### config.mk
export PLATFORM = sky130hd
export DESIGN_NAME = pattern_detector
export DESIGN_NICKNAME = d
export VERILOG_FILES = /design/src/rtl/pattern_detector.sv
export SDC_FILE = /design/constraint.sdc
export NUM_CORES = 1
export LEC_CHECK = 0
export ABC_AREA = 1
export BUFFER_PORTS_ARGS = -buffer_cell sky130_fd_sc_hd__buf_2
export CAP_MARGIN = 30
export CORE_MARGIN = 2
export CORE_UTILIZATION = 50
export DETAILED_ROUTE_END_ITERATION = 7
export PLACE_DENSITY = 0.76
export SKIP_CTS_REPAIR_TIMING = 1
export SYNTH_ARGS = -nofsm -noshare
export SYNTH_HDL_FRONTEND = slang
export SYNTH_SLANG_ARGS = --single-unit
### constraint.sdc
create_clock -name iCLK -period 1.93 [get_ports iCLK]
set_input_delay 0.193 -clock iCLK [delete_from_list [all_inputs] [get_ports iCLK]]
set_output_delay 0.193 -clock iCLK [all_outputs]
set_load 0.02 [all_outputs]
### src/rtl/pattern_detector.sv
// pattern_detector: mid-bit sampler and lock FSM for the repeating 12-bit serial test frame.
// Define GLITCH_FILTER_EN to add a 3-clock stability filter between the synchronizer and edge detect.
module pattern_detector #(
  parameter int                 BIT_CLKS = 25000000,
  parameter int                 PAT_LEN  = 12,
  parameter logic [PAT_LEN-1:0] PATTERN  = 12'b001110110011
) (
  input  logic       iCLK,
  input  logic       iRST_N,
  input  logic       iSIG,
  output logic       oMATCH,
  output logic       oLOCK,
  output logic       oERR,
  output logic [7:0] oFRAMES
);
  localparam int PW = $clog2(BIT_CLKS);
  localparam int FW = $clog2(PAT_LEN + 1);

  typedef enum logic {SEARCH, LOCKED} state_t;

  state_t             r_state;
  logic [1:0]         r_sync;
  logic               r_prev;
  logic [PW-1:0]      r_phase;
  logic [PAT_LEN-1:0] r_win;
  logic [FW-1:0]      r_fill;
  logic [FW-1:0]      r_bitpos;
  logic               w_sig;
  logic               w_edge;
  logic               w_strobe;
  logic               w_hit;
  logic               w_frame_end;
  logic [PAT_LEN-1:0] w_win_nxt;
  logic [FW-1:0]      w_fill_nxt;

  always_ff @(posedge iCLK or negedge iRST_N)
    if (!iRST_N) r_sync <= '0;
    else         r_sync <= {r_sync[0], iSIG};

`ifdef GLITCH_FILTER_EN
  logic       r_filt;
  logic [1:0] r_stab;
  // r_stab counts consecutive clocks that sSIG disagrees with the filtered level
  always_ff @(posedge iCLK or negedge iRST_N)
    if (!iRST_N) begin
      r_filt <= 1'b0;
      r_stab <= '0;
    end else if (r_sync[1] == r_filt) begin
      r_stab <= '0;
    end else if (r_stab == 2'd2) begin
      r_filt <= r_sync[1];
      r_stab <= '0;
    end else begin
      r_stab <= r_stab + 2'd1;
    end
  assign w_sig = r_filt;
`else
  assign w_sig = r_sync[1];
`endif

  assign w_edge      = w_sig ^ r_prev;
  assign w_strobe    = r_phase == PW'(BIT_CLKS / 2 - 1);
  assign w_win_nxt   = {r_win[PAT_LEN-2:0], w_sig};
  assign w_fill_nxt  = (r_fill == FW'(PAT_LEN)) ? r_fill : r_fill + FW'(1);
  assign w_hit       = (w_fill_nxt == FW'(PAT_LEN)) && (w_win_nxt == PATTERN);
  assign w_frame_end = r_bitpos == FW'(PAT_LEN - 1);

  // an edge re-centres the sampling point, taking priority over the wrap
  always_ff @(posedge iCLK or negedge iRST_N)
    if (!iRST_N) begin
      r_prev  <= 1'b0;
      r_phase <= '0;
    end else begin
      r_prev  <= w_sig;
      r_phase <= (w_edge || r_phase == PW'(BIT_CLKS - 1)) ? '0 : r_phase + PW'(1);
    end

  always_ff @(posedge iCLK or negedge iRST_N)
    if (!iRST_N) begin
      r_state  <= SEARCH;
      r_win    <= '0;
      r_fill   <= '0;
      r_bitpos <= '0;
      oMATCH   <= 1'b0;
      oLOCK    <= 1'b0;
      oERR     <= 1'b0;
      oFRAMES  <= '0;
    end else begin
      oMATCH <= 1'b0;
      oERR   <= 1'b0;
      if (w_strobe) begin
        r_win  <= w_win_nxt;
        r_fill <= w_fill_nxt;
        if (r_state == SEARCH) begin
          if (w_hit) begin
            oMATCH   <= 1'b1;
            oLOCK    <= 1'b1;
            oFRAMES  <= oFRAMES + 8'd1;
            r_bitpos <= '0;
            r_state  <= LOCKED;
          end
        end else if (w_frame_end) begin
          r_bitpos <= '0;
          if (w_win_nxt == PATTERN) begin
            oMATCH  <= 1'b1;
            oFRAMES <= oFRAMES + 8'd1;
          end else begin
            oERR    <= 1'b1;
            oLOCK   <= 1'b0;
            r_state <= SEARCH;
          end
        end else begin
          r_bitpos <= r_bitpos + FW'(1);
        end
      end
    end
endmodule
==> results_dict.tcl, run 1 <==
set metrics [dict create \
    p_comb_share_pct 3.2 \
    min_period_over_period_pct 92.95 \
    fin_worst_skew_ns 0.01218 \
    ir_drop_uv 374.9 \
    remaining_drc_errors 0 \
    worstHoldStart "r_sync[0]" \
    synth_area_per_cell_um2 7.765 \
    syn_to_final_growth_pct 12.39 \
    end_kind "flip-flop" \
    tritoncts "yes" \
    crit_start "r_phase[0]" \
    vias_per_cell 5.192 \
    synth_top_area_share_pct 43.11 \
    r2r_slack_ns 0.14 \
    synthDistinctLibCells 33 \
    final.setup.tns_ns 0 \
    htreeDepth 3 \
    gr-usage-all-layers_pct 20.49 \
    clockBufferDepth 2 \
    drt_wl_total_mm 6.923 \
    finalPower_mw 2.587 \
    root_buffer "clkbuf_8" \
    grt_start_max_net_pins 36 \
    clk_latency_ns 0.34 \
    overflow 0 \
    synth_area_leaders "dfrtp_1 (43%), nand2_1 (12%), nor2_1 (7.3%)" \
    syn_nets 449 \
    vias 2861 \
    critPathTopFamily "simple AND/OR/NAND/NOR gates" \
    core_area_um2 6719 \
    max_freq_ghz 0.5574 \
    cp.buffers_inverters 1 \
    syn-instance-count 441 \
    worst_r2r_path_depth 8 \
    hpwl_mm 5.203 \
    place_congestion 0.9243 \
    firstDrtPassIters 4 \
    dieArea_um2 7527 \
    port_buffers 13 \
    criticalPathCategory "reg -> reg" \
    cp.required_ns 2.21 \
    switching_share_pct 21.10 \
    die_y_um 86.76 \
    drtIter0Drc 177 \
    setup_viol 0 \
    pin_count 14 \
    power_frac_seq_pct 48.9 \
    routedWlPerCell_um 12.56 \
    critPathLaunchType "flip-flop" \
    postRouteAntennaNets 0 \
    r2r-start "r_phase[0]" \
    rsz0062_at_grt "no" \
    cts.sinks 59 \
    clock_power_share_pct 47.9 \
    hold_class "reg -> reg" \
    rows 30 \
    period_needed_ns 1.794 \
    ys_seq_elements 59 \
    grt_pass1_vias 2667 \
    worstPathMaxFanout 6 \
    powerDensity_nw_per_um2 672.2 \
    power.leakage_nw 1.786 \
    cap_violations 0 \
    ys_seq_area_share_pct 43.11 \
    cts-buffers-inserted 9 \
    fin_cells 551 \
    clk_pin_slew_ns 0.07 \
    initial_core_util_pct 50.97 \
    grt_pass1_wl_mm 12.00 \
    fp.dieW_um 86.76 \
    syn_area_um2 3425 \
    drv_slew 0 \
    finalHoldViolations 0 \
    crit_chain "ha_1 > nand3_2 > nor2_1 > nand3_1 > nor2_4 > buf_12 > nand4_1 > nand2_1" \
    dp.cells 531 \
    worst_slew_pin_slew_ns 0.5954 \
    ys_warn_count 0 \
    critPathMaxStageDelay_ns 0.44 \
    crit_arrival_ns 2.07 \
    cp.depth 8 \
    synth_area_leader_cell "dfrtp_1" \
    antenna_cells 0 \
    cp_slowest_cell "dfrtp_1" \
    antenna_found_initial 0 \
    power.switching_mw 0.5459 \
    min_path_cells 0 \
    final_net_count 474 \
    relSlewSlack_pct 60.31 \
    final_layout_size_suffix_gt1_share_pct 16.77 \
    p_int_mw 2.041 \
    status "completed" \
]
through the flow:
step | worst slack (ns) | utilization (%) | hold slack, ns | instance area, µm²
floorplan | 0.3512 | - | -0.1026 | 3425
global placement | 0.2207 | 53.28 | 0.2191 | 3580
detailed placement | 0.1415 | 53.28 | 0.2256 | 3580
CTS | 0.1269 | 56.54 | -0.1418 | 3799
global route | 0.01073 | 57.28 | 0.3591 | 3849
finish | 0.1360 | 57.28 | 0.3502 | 3849
cell usage in the layout, fill, tap and decap left out, types with 2 or more instances in the layout:
cell           netlist  layout
nand2_4              2       2
buf_12               0       3
a21oi_1              3       3
nand2_1            107     107
buf_2                1      13
bufinv_16            0       2
nand3_1             32      32
dlygate4sd3_1        0       2
clkbuf_1             0       2
inv_2                6       6
a21oi_2              2       2
nor2_2               5       5
xor2_1              17      17
nand2_2              9       9
dfrtp_1             59      59
nor2_4               2       2
o21ai_0              7       7
nand4_1             20      20
xnor2_1              5       5
nor2_1              67      67
nor3_1              14      14
ha_1                 5       4
o21ai_2              7       7
buf_4                0       3
clkbuf_8             0      10
nand3_2              2       2
nor3_2               5       5
inv_1               49      49
power groups by stage:
stage | Clock (mW) | Combinational [mW] | Sequential [mW]
6_report | 1.24 | 0.0825 | 1.26
5_1_grt | 1.33 | 0.0970 | 1.27
2_1_floorplan | 0 | 0.0405 | 1.28
4_1_cts | 1.27 | 0.0830 | 1.26
3_5_place_dp | 0 | 0.0829 | 1.29
3_3_place_gp | 0 | 0.0817 | 1.29
cell type report:
cell class / count / area, µm²
inverter: 56 / 212.7
tap: 80 / 100.1
multi-input combinational: 319 / 1673
clock buffer: 12 / 145.1
clock inverter: 4 / 73.82
sequential: 59 / 1476
fill: 619 / 2870
timing repair buffer: 21 / 167.7
layer usage:
metal | GRT usage [%] | wire length [µm] | vias to the layer above
li1 | - | - | 1454
met1 | 26.49 | 3294 | 1339
met2 | 33.22 | 3246 | 52
met3 | 5.143 | 277 | 16
met4 | 7.670 | 104 | 0
met5 | 0 | 0 | -
final timing paths:
kind,to
worst min register to register,r_sync[1]
min in group asynchronous,oFRAMES[3]
max in group asynchronous,r_prev
worst max register to register,oFRAMES[3]
worst max-delay path,oFRAMES[3]
worst min-delay path,r_sync[1]
cell families after synthesis:
group / count (synthesis) / synth area share, %
xor gates and xnor gates: 22 / 5.626
AOI/OAI and AO/OA: 23 / 4.859
buffers and inverters: 63 / 8.111
DFF: 59 / 43.11
adders and majority gates: 5 / 1.827
and+or+nand+nor: 269 / 36.46
worst reg2reg max path: stages (launching register included):
cell	delay (ns)
dfrtp_1	0.44
ha_1	0.26
nand3_2	0.14
nor2_1	0.15
nand3_1	0.13
nor2_4	0.27
buf_12	0.15
nand4_1	0.10
nand2_1	0.10
synth_stat cells:
master      n
a21oi_1     3
a21oi_2     2
a31o_2      1
and2_1      1
buf_1       1
buf_2       1
buf_6       5
dfrtp_1    59
ha_1        5
inv_1      49
inv_2       6
inv_4       1
nand2_1   107
nand2_2     9
nand2_4     2
nand3_1    32
nand3_2     2
nand3_4     1
nand3b_1    1
nand4_1    20
nor2_1     67
nor2_2      5
nor2_4      2
nor3_1     14
nor3_2      5
o21ai_0     7
o21ai_1     1
o21ai_2     7
o21ai_4     1
o21bai_1    1
or2_2       1
xnor2_1     5
xor2_1     17
sequential cells by signal, summed over array words and instances, names as in the netlist:
signal	count
oERR	1
oFRAMES	8
oLOCK	1
oMATCH	1
r_bitpos	4
r_fill	4
r_phase	25
r_prev	1
r_state	1
r_sync	2
r_win	11
Power figures use the tool's default switching activity.
==> inputs of run 2 (changes only) <==
==> constraint.sdc (replaced) <==
create_clock -name iCLK -period 1.93 [get_ports iCLK]
set_input_delay 0.2895 -clock iCLK [delete_from_list [all_inputs] [get_ports iCLK]]
set_output_delay 0.2895 -clock iCLK [all_outputs]
set_load 0.02 [all_outputs]
==> results_dict.tcl, run 2 (synthesized netlist as in run 1, its figures left out) <==
set metrics [dict create \
    rsz0062_at_grt "no" \
    core_area_um2 6719 \
    vias 2841 \
    crit_arrival_ns 2.00 \
    critPathLaunchType "flip-flop" \
    routedWlPerCell_um 12.81 \
    finalPower_mw 2.441 \
    firstDrtPassIters 4 \
    multi_input_area_um2 1675 \
    hold_class "in -> reg" \
    seqCellArea_um2 1476 \
    postRouteAntennaNets 0 \
    p_int_mw 1.901 \
    largestRegisters "r_phase: 25 flops, r_win: 11 flops, oFRAMES: 8 flops" \
    rows 30 \
    crit_chain "ha_1 > or2_2 > nand2_1 > nor2_1 > nand3_1 > nand2_4 > buf_4 > nand4_1 > nand2_1" \
    gr-usage-all-layers_pct 21.15 \
    critPathMaxStageDelay_ns 0.43 \
    cp.buffers_inverters 1 \
    dieArea_um2 7527 \
    initial_core_util_pct 50.97 \
    clk_latency_ns 0.33 \
    port_buffers 13 \
    cp.required_ns 2.16 \
    cap_violations 0 \
    root_buffer "clkbuf_8" \
    drv_slew 0 \
    worst_slew_pin_slew_ns 0.4836 \
    antenna_found_initial 0 \
    clockBufferDepth 2 \
    critPathTopFamily "simple AND/OR/NAND/NOR gates" \
    max_freq_ghz 0.5633 \
    final_common_cell "nand2_1" \
    crit_top_cell "nand2_1" \
    vias_per_cell 5.165 \
    cp_slowest_cell "dfrtp_1" \
    final_layout_size_suffix_gt1_share_pct 17.45 \
    largest_register_ffs 25 \
    overflow 0 \
    antenna_cells 0 \
    cts.sinks 59 \
    setup_viol 0 \
    period_needed_ns 1.775 \
    grt_start_max_net_pins 41 \
    place_congestion 0.9242 \
    fin_worst_skew_ns 0.008136 \
    finalHoldViolations 0 \
    layout_common_cells "nand2_1 (107), nor2_1 (67), dfrtp_1 (59), inv_1 (48), nand3_1 (32)" \
    criticalPathCategory "reg -> reg" \
    grt_pass1_vias 2751 \
    min_period_over_period_pct 91.98 \
    syn_to_final_growth_pct 11.62 \
    pin_count 14 \
    ir_drop_uv 366.9 \
    switching_share_pct 22.09 \
    final.setup.tns_ns 0 \
    top_register "r_phase" \
    worstPathMaxFanout 7 \
    power_frac_seq_pct 51.8 \
    clock_power_share_pct 44.8 \
    cts-buffers-inserted 9 \
    relSlewSlack_pct 67.76 \
    htreeDepth 3 \
    p_comb_share_pct 3.4 \
    powerDensity_nw_per_um2 638.5 \
    fillers 615 \
    tritoncts "yes" \
    final_net_count 474 \
    drt_wl_total_mm 7.045 \
    grt_pass1_wl_mm 12.34 \
    remaining_drc_errors 0 \
    drtIter0Drc 321 \
    power.switching_mw 0.5392 \
    hpwl_mm 5.325 \
    status "completed" \
    die_y_um 86.76 \
    clk_pin_slew_ns 0.07 \
    fp.dieW_um 86.76 \
    power.leakage_nw 1.770 \
    end_kind "flip-flop" \
]
-- run 2: cell count changes in the layout (fill, tap and decap cells not counted), sizes merged --
cell         previous run  this run
buf                    19        20
bufinv                  2         1
clkbuf                 12        11
clkinvlp                0         1
dlygate4sd3             2         1
-- run 2: metrics by stage --
step	cells	instance area, µm²	setup WS (ns)	util [%]	hold WS (ns)
floorplan	441	3425	0.3512	-	-0.006091
global placement	531	3580	0.2205	53.28	0.2704
detailed placement	531	3580	0.1572	53.28	0.2781
CTS	546	3772	0.1479	56.15	-0.09538
global route	550	3822	0.009565	56.89	0.04014
finish	550	3822	0.1548	56.89	0.05851
-- run 2: power groups by stage --
stage	Combinational [mW]	Sequential [mW]	Clock (mW)
5_1_grt	0.0963	1.27	1.19
3_3_place_gp	0.0815	1.29	0
3_5_place_dp	0.0820	1.29	0
4_1_cts	0.0820	1.26	1.13
6_report	0.0818	1.26	1.09
2_1_floorplan	0.0405	1.28	0
-- run 2: routing by layer --
layer	up-vias	part of all wire, %	track usage [%]
met5	-	0	0
met4	0	2.1	9.517
met3	12	5.5	5.238
met2	82	48	34.48
met1	1291	44	26.55
li1	1456	-	-
-- run 2: layout make-up --
cell class | count | area share [%]
multi-input cells | 319 | 43.83
flip-flops and latches | 59 | 38.63
inverters | 56 | 5.565
repair buffers | 21 | 4.321
clock buffers | 11 | 3.699
well taps | 80 | 2.619
clock inverters | 4 | 1.342
-- run 2: worst paths after layout --
| check | depth (start not counted) | slack, ns | from | end |
|---|---|---|---|---|
| max in group asynchronous | 3 | 0.89 | iRST_N | r_win[3] |
| min reg2reg | 0 | 0.36 | r_sync[0] | r_sync[1] |
| min | 1 | 0.06 | iSIG | r_sync[0] |
| min in group asynchronous | 2 | 0.45 | iRST_N | oFRAMES[1] |
| max | 9 | 0.15 | r_fill[0] | oFRAMES[3] |
| max reg2reg | 9 | 0.15 | r_fill[0] | oFRAMES[3] |
